<file path="src/rtl/fifo_port_arb.sv">
// fifo_port_arb: arbitrates a write producer and a read consumer onto one
// half-duplex FIFO port, with burst fairness and a bus turnaround cycle.
module fifo_port_arb #(
    parameter int DEPTH     = 8,
    parameter int MAX_BURST = 4
) (
    input  logic       clk,
    input  logic       reset,
    input  logic       wr_req,
    input  logic [7:0] wr_data,
    output logic       wr_ack,
    input  logic       rd_req,
    output logic [7:0] rd_data,
    output logic       rd_valid,
    output logic       fifo_en,
    output logic       fifo_rw,
    output logic [7:0] fifo_wdata,
    output logic       fifo_oe,
    input  logic [7:0] fifo_rdata,
    input  logic       fifo_full,
    input  logic       fifo_empty,
    output logic       err
);
    localparam int   CW     = $clog2(DEPTH) + 1;
    localparam int   BW     = $clog2(MAX_BURST + 1);
    localparam logic DIR_RD = 1'b0;
    localparam logic DIR_WR = 1'b1;

    typedef enum logic [1:0] {IDLE, WR, RD, TURN} state_t;
    typedef struct packed {
        logic vld;
        logic dir;
        logic turn;
    } grant_t;

    state_t        state;
    logic [CW-1:0] count;
    logic [CW-1:0] cnt_nxt;
    logic [BW-1:0] burst;
    logic          dir;
    logic          fresh;
    logic          wr_el;
    logic          rd_el;
    grant_t        gnt;

    // Eligibility uses the count as it stands after this edge, so back-to-back
    // grants never overrun either end of the FIFO.
    always_comb begin
        cnt_nxt = count;
        if (state == WR)
            cnt_nxt = count + CW'(1);
        else if (state == RD)
            cnt_nxt = count - CW'(1);
    end

    assign wr_el = wr_req && (cnt_nxt < CW'(DEPTH));
    assign rd_el = rd_req && (cnt_nxt != '0);

    // No access since reset means the bus has no history: no turnaround and
    // a contested first grant goes to the writer.
    always_comb begin
        gnt.vld = wr_el || rd_el;
        gnt.dir = wr_el ? DIR_WR : DIR_RD;
        if (wr_el && rd_el && !fresh)
            gnt.dir = (burst == BW'(MAX_BURST)) ? ~dir : dir;
        gnt.turn = gnt.vld && !fresh && (gnt.dir != dir);
    end

    // wr_ack is high in the cycle whose fifo_wdata holds the producer's word;
    // the producer presents its next word before that cycle's closing edge.
    always_ff @(posedge clk or posedge reset) begin
        if (reset) begin
            state      <= IDLE;
            count      <= '0;
            burst      <= '0;
            dir        <= DIR_RD;
            fresh      <= 1'b1;
            fifo_en    <= 1'b0;
            fifo_rw    <= 1'b0;
            fifo_oe    <= 1'b0;
            fifo_wdata <= 8'h00;
            wr_ack     <= 1'b0;
            rd_data    <= 8'h00;
            rd_valid   <= 1'b0;
            err        <= 1'b0;
        end else begin
            count    <= cnt_nxt;
            fifo_en  <= 1'b0;
            fifo_oe  <= 1'b0;
            wr_ack   <= 1'b0;
            rd_valid <= 1'b0;

            if (state == RD) begin
                rd_data  <= fifo_rdata;
                rd_valid <= 1'b1;
            end

            if ((fifo_full && (count != CW'(DEPTH))) || (fifo_empty && (count != '0)))
                err <= 1'b1;

            if (!gnt.vld) begin
                state <= IDLE;
            end else if (gnt.turn) begin
                // Turnaround claims the new direction; the grant itself is
                // re-decided when TURN ends.
                state <= TURN;
                dir   <= gnt.dir;
                burst <= '0;
            end else begin
                state   <= gnt.dir ? WR : RD;
                dir     <= gnt.dir;
                fresh   <= 1'b0;
                burst   <= (burst == BW'(MAX_BURST)) ? burst : burst + BW'(1);
                fifo_en <= 1'b1;
                fifo_rw <= gnt.dir;
                fifo_oe <= gnt.dir;
                wr_ack  <= gnt.dir;
                if (gnt.dir)
                    fifo_wdata <= wr_data;
            end
        end
    end
endmodule

</file>
<file path="config.mk">
export PLATFORM = sky130hd
export DESIGN_NAME = fifo_port_arb
export DESIGN_NICKNAME = d
export VERILOG_FILES = /design/src/rtl/fifo_port_arb.sv
export SDC_FILE = /design/constraint.sdc
export NUM_CORES = 1
export LEC_CHECK = 0
export CAP_MARGIN = 20
export CORE_ASPECT_RATIO = 1.75
export CORE_UTILIZATION = 48
export DETAILED_ROUTE_END_ITERATION = 16
export GPL_TIMING_DRIVEN = 0
export PLACE_DENSITY = 0.89
export SLEW_MARGIN = 20
export SYNTH_ARGS = -nofsm -noshare
export SYNTH_HDL_FRONTEND = slang
export SYNTH_SLANG_ARGS = --single-unit
</file>
<file path="constraint.sdc">
create_clock -name clk -period 2.9 [get_ports clk]
set_clock_uncertainty 0.05 [all_clocks]
set_input_delay 0.29 -clock clk [delete_from_list [all_inputs] [get_ports clk]]
set_output_delay 0.29 -clock clk [all_outputs]
set_load 0.1 [all_outputs]
</file>
==> results of run 1 <==
-- placed cells by master (no fill, tap or decap), types with 3 or more instances in the layout --
master	netlist	final
clkdlybuf4s50_1	0	42
dfrtp_1	31	31
nand2_1	9	9
mux2_2	9	9
mux2_4	8	8
inv_1	8	7
nor2_1	7	7
clkbuf_8	0	6
xnor2_1	5	5
a21oi_1	4	4
ha_1	4	4
clkbuf_1	2	3
o21bai_1	3	3
o21ai_0	3	3
-- logic make-up after synthesis --
| group | count (synthesis) | share of synthesized area (%) |
|---|---|---|
| AND/OR/NAND/NOR | 36 | 12.9 |
| flip-flops | 32 | 46.6 |
| AO/OA/AOI/OAI | 29 | 15.4 |
| multiplexers | 20 | 15.3 |
| buffers and inverters | 14 | 4.36 |
| XOR/XNOR | 5 | 2.54 |
| adder cells (fa/ha/maj) | 4 | 2.91 |
-- through the flow --
step                      instances  utilization [%]
after global routing            235             67.5
final                           235             67.5
after detailed placement        227             64.7
after global placement          227             64.7
after CTS                       235             67.5
after floorplan                 140                -
-- worst register-to-register path, delay by kind of cell (launching register included) --
kind / cells / cell delay, ps
DFF: 1 / 490
buffers and inverters: 2 / 230
adders and majority gates: 1 / 330
muxes: 1 / 310
AOI/OAI and AO/OA: 4 / 750
and+or+nand+nor: 1 / 310
-- sequential cells by signal (all words and copies together), names as in the netlist --
signal	flops
burst	3
count	4
dir	1
err	1
fifo_en	1
fifo_oe	1
fifo_rw	1
fifo_wdata	8
fresh	1
rd_data	8
rd_valid	1
state	2
-- per-layer routing --
layer  GRT usage (%)  vias up  wire [µm]
met2            38.8       49       2230
met5               0        -          0
met3            5.56       12        128
met1            22.0      651       1360
li1                -      606          -
met4            12.0        0        125
-- layout make-up --
class | instances | area, µm²
buffer | 6 | 45.0
inverter | 8 | 30.0
clock inverter | 1 | 7.51
timing repair buffer | 42 | 420
sequential | 32 | 802
multi-input combinational | 94 | 845
fill | 249 | 1110
tap | 45 | 56.3
clock buffer | 7 | 86.3
-- worst max path at each step --
| stage | from | end | cells after the start |
|---|---|---|---|
| finish | count[0] | fifo_wdata[4] | 9 |
| CTS | count[0] | fifo_wdata[4] | 9 |
| global placement | count[0] | fifo_wdata[2] | 7 |
| global route | count[0] | burst[1] | 8 |
| detailed placement | count[0] | fifo_wdata[4] | 9 |
| floorplan | count[0] | fifo_wdata[0] | 9 |
==> flow_summary.json, run 1 <==
{
  "fmax_mhz": 387,
  "hold_path.class": "primary input to asynchronous set/reset pin",
  "clock_path_buffers": 2,
  "place_ws_ps": 314,
  "first_global_vias": 1414,
  "vias": 1318,
  "yosys_warnings": 0,
  "critPathRequiredTime_ps": 3010,
  "crit_path_end_kind": "flop",
  "post_cts_buffers": 0,
  "numCtsBuffers": 5,
  "drtIter0Drc": 17,
  "start_util_pct": 50.7,
  "synth_cells": 140,
  "gp_congestion": 0.869,
  "ctsResizeCount": 0,
  "synth_nets": 166,
  "ys.flop_type": "dfrtp_1",
  "clk_pin_slew_ps": 70,
  "core_um2": 3400,
  "nNetsFinal": 215,
  "viasPerCell": 5.61,
  "cp-start-kind": "flop",
  "rows": 28,
  "finalInstanceArea_um2": 2290,
  "r2r_end": "fifo_wdata[4]",
  "diodes": 0,
  "post_dp_cell_area_um2": 2200,
  "numPortBuffers": 42,
  "cts_root_buf": "clkbuf_8",
  "netlist_area_um2": 1720,
  "synth-seq-area-share_pct": 46.6,
  "synth-edff-count": 0,
  "num_io_pins": 44,
  "slew_headroom_pct": 33.9,
  "slowest_delay_ps": 490,
  "drv_cap": 0,
  "critPathBufInv": 2,
  "die_h_um": 81.2,
  "critPathSlowestCell": "dfrtp_1",
  "place_hpwl_um": 2870,
  "cp_common_cell": "a21boi_4",
  "worstMarginPinSlew_ps": 988,
  "timing.final.ws_setup_ps": 315,
  "wl_per_cell_um": 16.3,
  "whs_ps": 367,
  "synth_top_area_share_pct": 45.1,
  "period_needed_ps": 2580,
  "cts_tree": "built",
  "syn_to_final_growth_pct": 33.1,
  "syn_area_per_cell_um2": 12.3,
  "r2r_start": "count[0]",
  "critPathKind": "flop to flop",
  "grt_max_degree": 33,
  "grt_first_pass_wirelength_um": 5970,
  "drv_slew": 0,
  "grt_usage_pct": 22.0,
  "worstSkewPairLatency_ps": 280,
  "die_x_um": 47.3,
  "synth_seq_cells": 32,
  "setup_violations": 0,
  "yosysUniqueCellTypes": 49,
  "yosysTopAreaCell": "dfrtp_1",
  "synth_area_leaders": "dfrtp_1 (45%), mux2_4 (7.0%), mux2_2 (5.9%)",
  "final_hold_viol_count": 0,
  "antenna_found_initial": 0,
  "synth_common_cells": "dfrtp_1 (31), mux2_2 (9), nand2_1 (9), inv_1 (8), mux2_4 (8)",
  "hold_buffers": 0,
  "r2r.worst_path.cells": 9,
  "wl_um": 3840,
  "r2r_setup_slack_ps": 320,
  "clock-sinks": 32,
  "detail-route-antenna-nets": 0,
  "drc_errors": 0,
  "period_share_pct": 89.1,
  "cp_top_family": "compound AO/OA/AOI/OAI gates",
  "first_pass_iters": 4,
  "finalSetupTns_ps": 0,
  "outcome": "complete, no violations",
  "path_max_fanout": 10,
  "yosysMostFrequentCell": "dfrtp_1",
  "h-tree-depth": 2,
  "crit_chain": "inv_1, ha_1, and4bb_2, a211oi_2, a21o_1, a21boi_4, a21boi_4, buf_12, mux2_4",
  "cp.arrival_ps": 2700,
  "ys_async_sr_fraction_pct": 100,
  "fp.dieArea_um2": 3840,
  "grt-ovfl-total": 0,
  "drive_gt1_share_pct": 22.1,
  "rsz0062_at_grt": "no"
}
Power of run 1 is not shown: default switching activity piles up to over one toggle a cycle in this logic, so the estimate is an artifact.
==> run 2, diff against run 1 <==
--- a/config.mk
+++ b/config.mk
@@ -7,10 +7,11 @@
 export LEC_CHECK = 0
 export CAP_MARGIN = 20
 export CORE_ASPECT_RATIO = 1.75
-export CORE_UTILIZATION = 48
+export CORE_MARGIN = 5
+export CORE_UTILIZATION = 45
 export DETAILED_ROUTE_END_ITERATION = 16
 export GPL_TIMING_DRIVEN = 0
-export PLACE_DENSITY = 0.89
+export PLACE_DENSITY = 0.78
 export SLEW_MARGIN = 20
 export SYNTH_ARGS = -nofsm -noshare
 export SYNTH_HDL_FRONTEND = slang
==> run 2 against run 1 <==
Effect of this change: core utilization decreased by 4.5 points; sequential share of layout area shrank 0.23 points; global-route usage fell by 4.8 points; sequential cell count unchanged; register-to-register slack got worse by 30 ps; maximum frequency down 1.2%; non-clock buffer count is the same; design area up 0.65%; critical path depth unchanged; cell count up 0.43%; largest cell class unchanged.
==> flow_summary.json, run 2 (synthesis results as in run 1) <==
{
  "die_h_um": 91.8,
  "grt_first_pass_wirelength_um": 6980,
  "wl_um": 4070,
  "critPathBufInv": 2,
  "num_io_pins": 44,
  "cts_tree": "built",
  "final_common_cell": "clkdlybuf4s50_1",
  "critPathKind": "flop to flop",
  "place_hpwl_um": 3120,
  "fmax_mhz": 382,
  "core_um2": 3660,
  "numPortBuffers": 42,
  "crit_chain": "inv_1, ha_1, and4bb_2, a211oi_2, a21o_1, a21boi_4, a21boi_4, buf_12, mux2_4",
  "cp_top_family": "compound AO/OA/AOI/OAI gates",
  "detail-route-antenna-nets": 0,
  "clock_path_buffers": 2,
  "slew_headroom_pct": 32.2,
  "period_share_pct": 90.2,
  "drive_gt1_share_pct": 22.1,
  "final_cell_mix": "clkdlybuf4s50_1 (42), dfrtp_1 (31), nand2_1 (9), mux2_2 (9), mux2_4 (8)",
  "grt_usage_pct": 17.2,
  "worstMarginPinSlew_ps": 1010,
  "slowest_delay_ps": 500,
  "critPathSlowestCell": "dfrtp_1",
  "first_pass_iters": 4,
  "vias": 1281,
  "clock-sinks": 32,
  "syn_to_final_growth_pct": 34.0,
  "die_x_um": 56.8,
  "drtIter0Drc": 20,
  "drv_cap": 0,
  "diodes": 0,
  "antenna_found_initial": 0,
  "rows": 29,
  "crit_path_end_kind": "flop",
  "cts_root_buf": "clkbuf_8",
  "outcome": "complete, no violations",
  "setup_violations": 0,
  "fp.dieArea_um2": 5210,
  "regArea_um2": 802,
  "first_global_vias": 1446,
  "worstSkewPairLatency_ps": 280,
  "critPathRequiredTime_ps": 3020,
  "drv_slew": 0,
  "hold_buffers": 0,
  "period_needed_ps": 2620,
  "cp.arrival_ps": 2740,
  "post_cts_buffers": 0,
  "rsz0062_at_grt": "no",
  "final_hold_viol_count": 0,
  "gp_congestion": 0.767,
  "h-tree-depth": 2,
  "wl_per_cell_um": 17.2,
  "grt_max_degree": 33,
  "cp_common_cell": "a21boi_4",
  "ctsResizeCount": 0,
  "drc_errors": 0,
  "multi_input_area_um2": 845,
  "cp-start-kind": "flop",
  "clk_pin_slew_ps": 70,
  "fill_cells": 297,
  "nNetsFinal": 215,
  "hold_path.class": "primary input to asynchronous set/reset pin",
  "largest_registers": "fifo_wdata (8), rd_data (8), count (4)",
  "path_max_fanout": 10,
  "grt-ovfl-total": 0,
  "viasPerCell": 5.43,
  "finalSetupTns_ps": 0,
  "numCtsBuffers": 5,
  "start_util_pct": 47.0
}
[run 2: changes by cell type in the layout (fill, tap and decap cells not counted), sizes merged]
cell,delta
bufinv,+1
clkbuf,-1
clkinv,+1
clkinvlp,-1
[run 2: through the flow]
stage | setup slack (ps) | hold slack, ps | utilization [%] | instances | cell area [µm²]
after global placement | 404 | 409 | 60.0 | 228 | 2200
after floorplan | 553 | 355 | - | 140 | 1720
after global routing | 90.6 | 434 | 63.0 | 236 | 2310
after detailed placement | 305 | 434 | 60.0 | 228 | 2200
after CTS | 289 | 397 | 63.0 | 236 | 2310
final | 284 | 372 | 63.0 | 236 | 2310
[run 2: worst reg2reg max path: stages, from the launching register on]
cell      delay, ps
dfrtp_1         500
inv_1            90
ha_1            330
and4bb_2        320
a211oi_2         70
a21o_1          250
a21boi_4        210
a21boi_4        230
buf_12          160
mux2_4          300
[run 2: final timing paths]
| check | start | to | slack [ps] | depth (start not counted) |
|---|---|---|---|---|
| setup / recovery | count[0] | fifo_wdata[5] | 280 | 9 |
| hold / removal | reset | rd_data[7] | 370 | 2 |
| setup reg to reg | count[0] | fifo_wdata[5] | 280 | 9 |
| hold reg to reg | err | err | 440 | 1 |
| max in group asynchronous | reset | fifo_rw | 1990 | 2 |
| min in group clk | err | err | 440 | 1 |
[run 2: area by class of cell]
class	count	share of cell area, %
inverter	8	1.30
clock buffer	6	3.15
clock inverter	2	1.52
sequential	32	34.8
timing repair buffer	42	18.2
buffer	6	1.95
tap	46	2.49
multi-input combinational	94	36.6
[run 2: routing by layer]
metal  part of all wire (%)  global-route usage [%]
met1                     34                    16.8
met2                     62                    34.2
met3                    2.4                    3.93
met4                    1.5                    5.80
met5                      0                       0
Power of run 2 is left out for the same reason.
==> run 3, diff against run 2 <==
--- a/config.mk
+++ b/config.mk
@@ -9,6 +9,7 @@
 export CORE_ASPECT_RATIO = 1.75
 export CORE_MARGIN = 5
 export CORE_UTILIZATION = 45
+export CTS_CLUSTER_DIAMETER = 30
 export DETAILED_ROUTE_END_ITERATION = 16
 export GPL_TIMING_DRIVEN = 0
 export PLACE_DENSITY = 0.78
==> results of run 3 <==
No change in the layout: final DEF, timing and power equal those of run 2.
Power of run 3 is left out for the same reason.
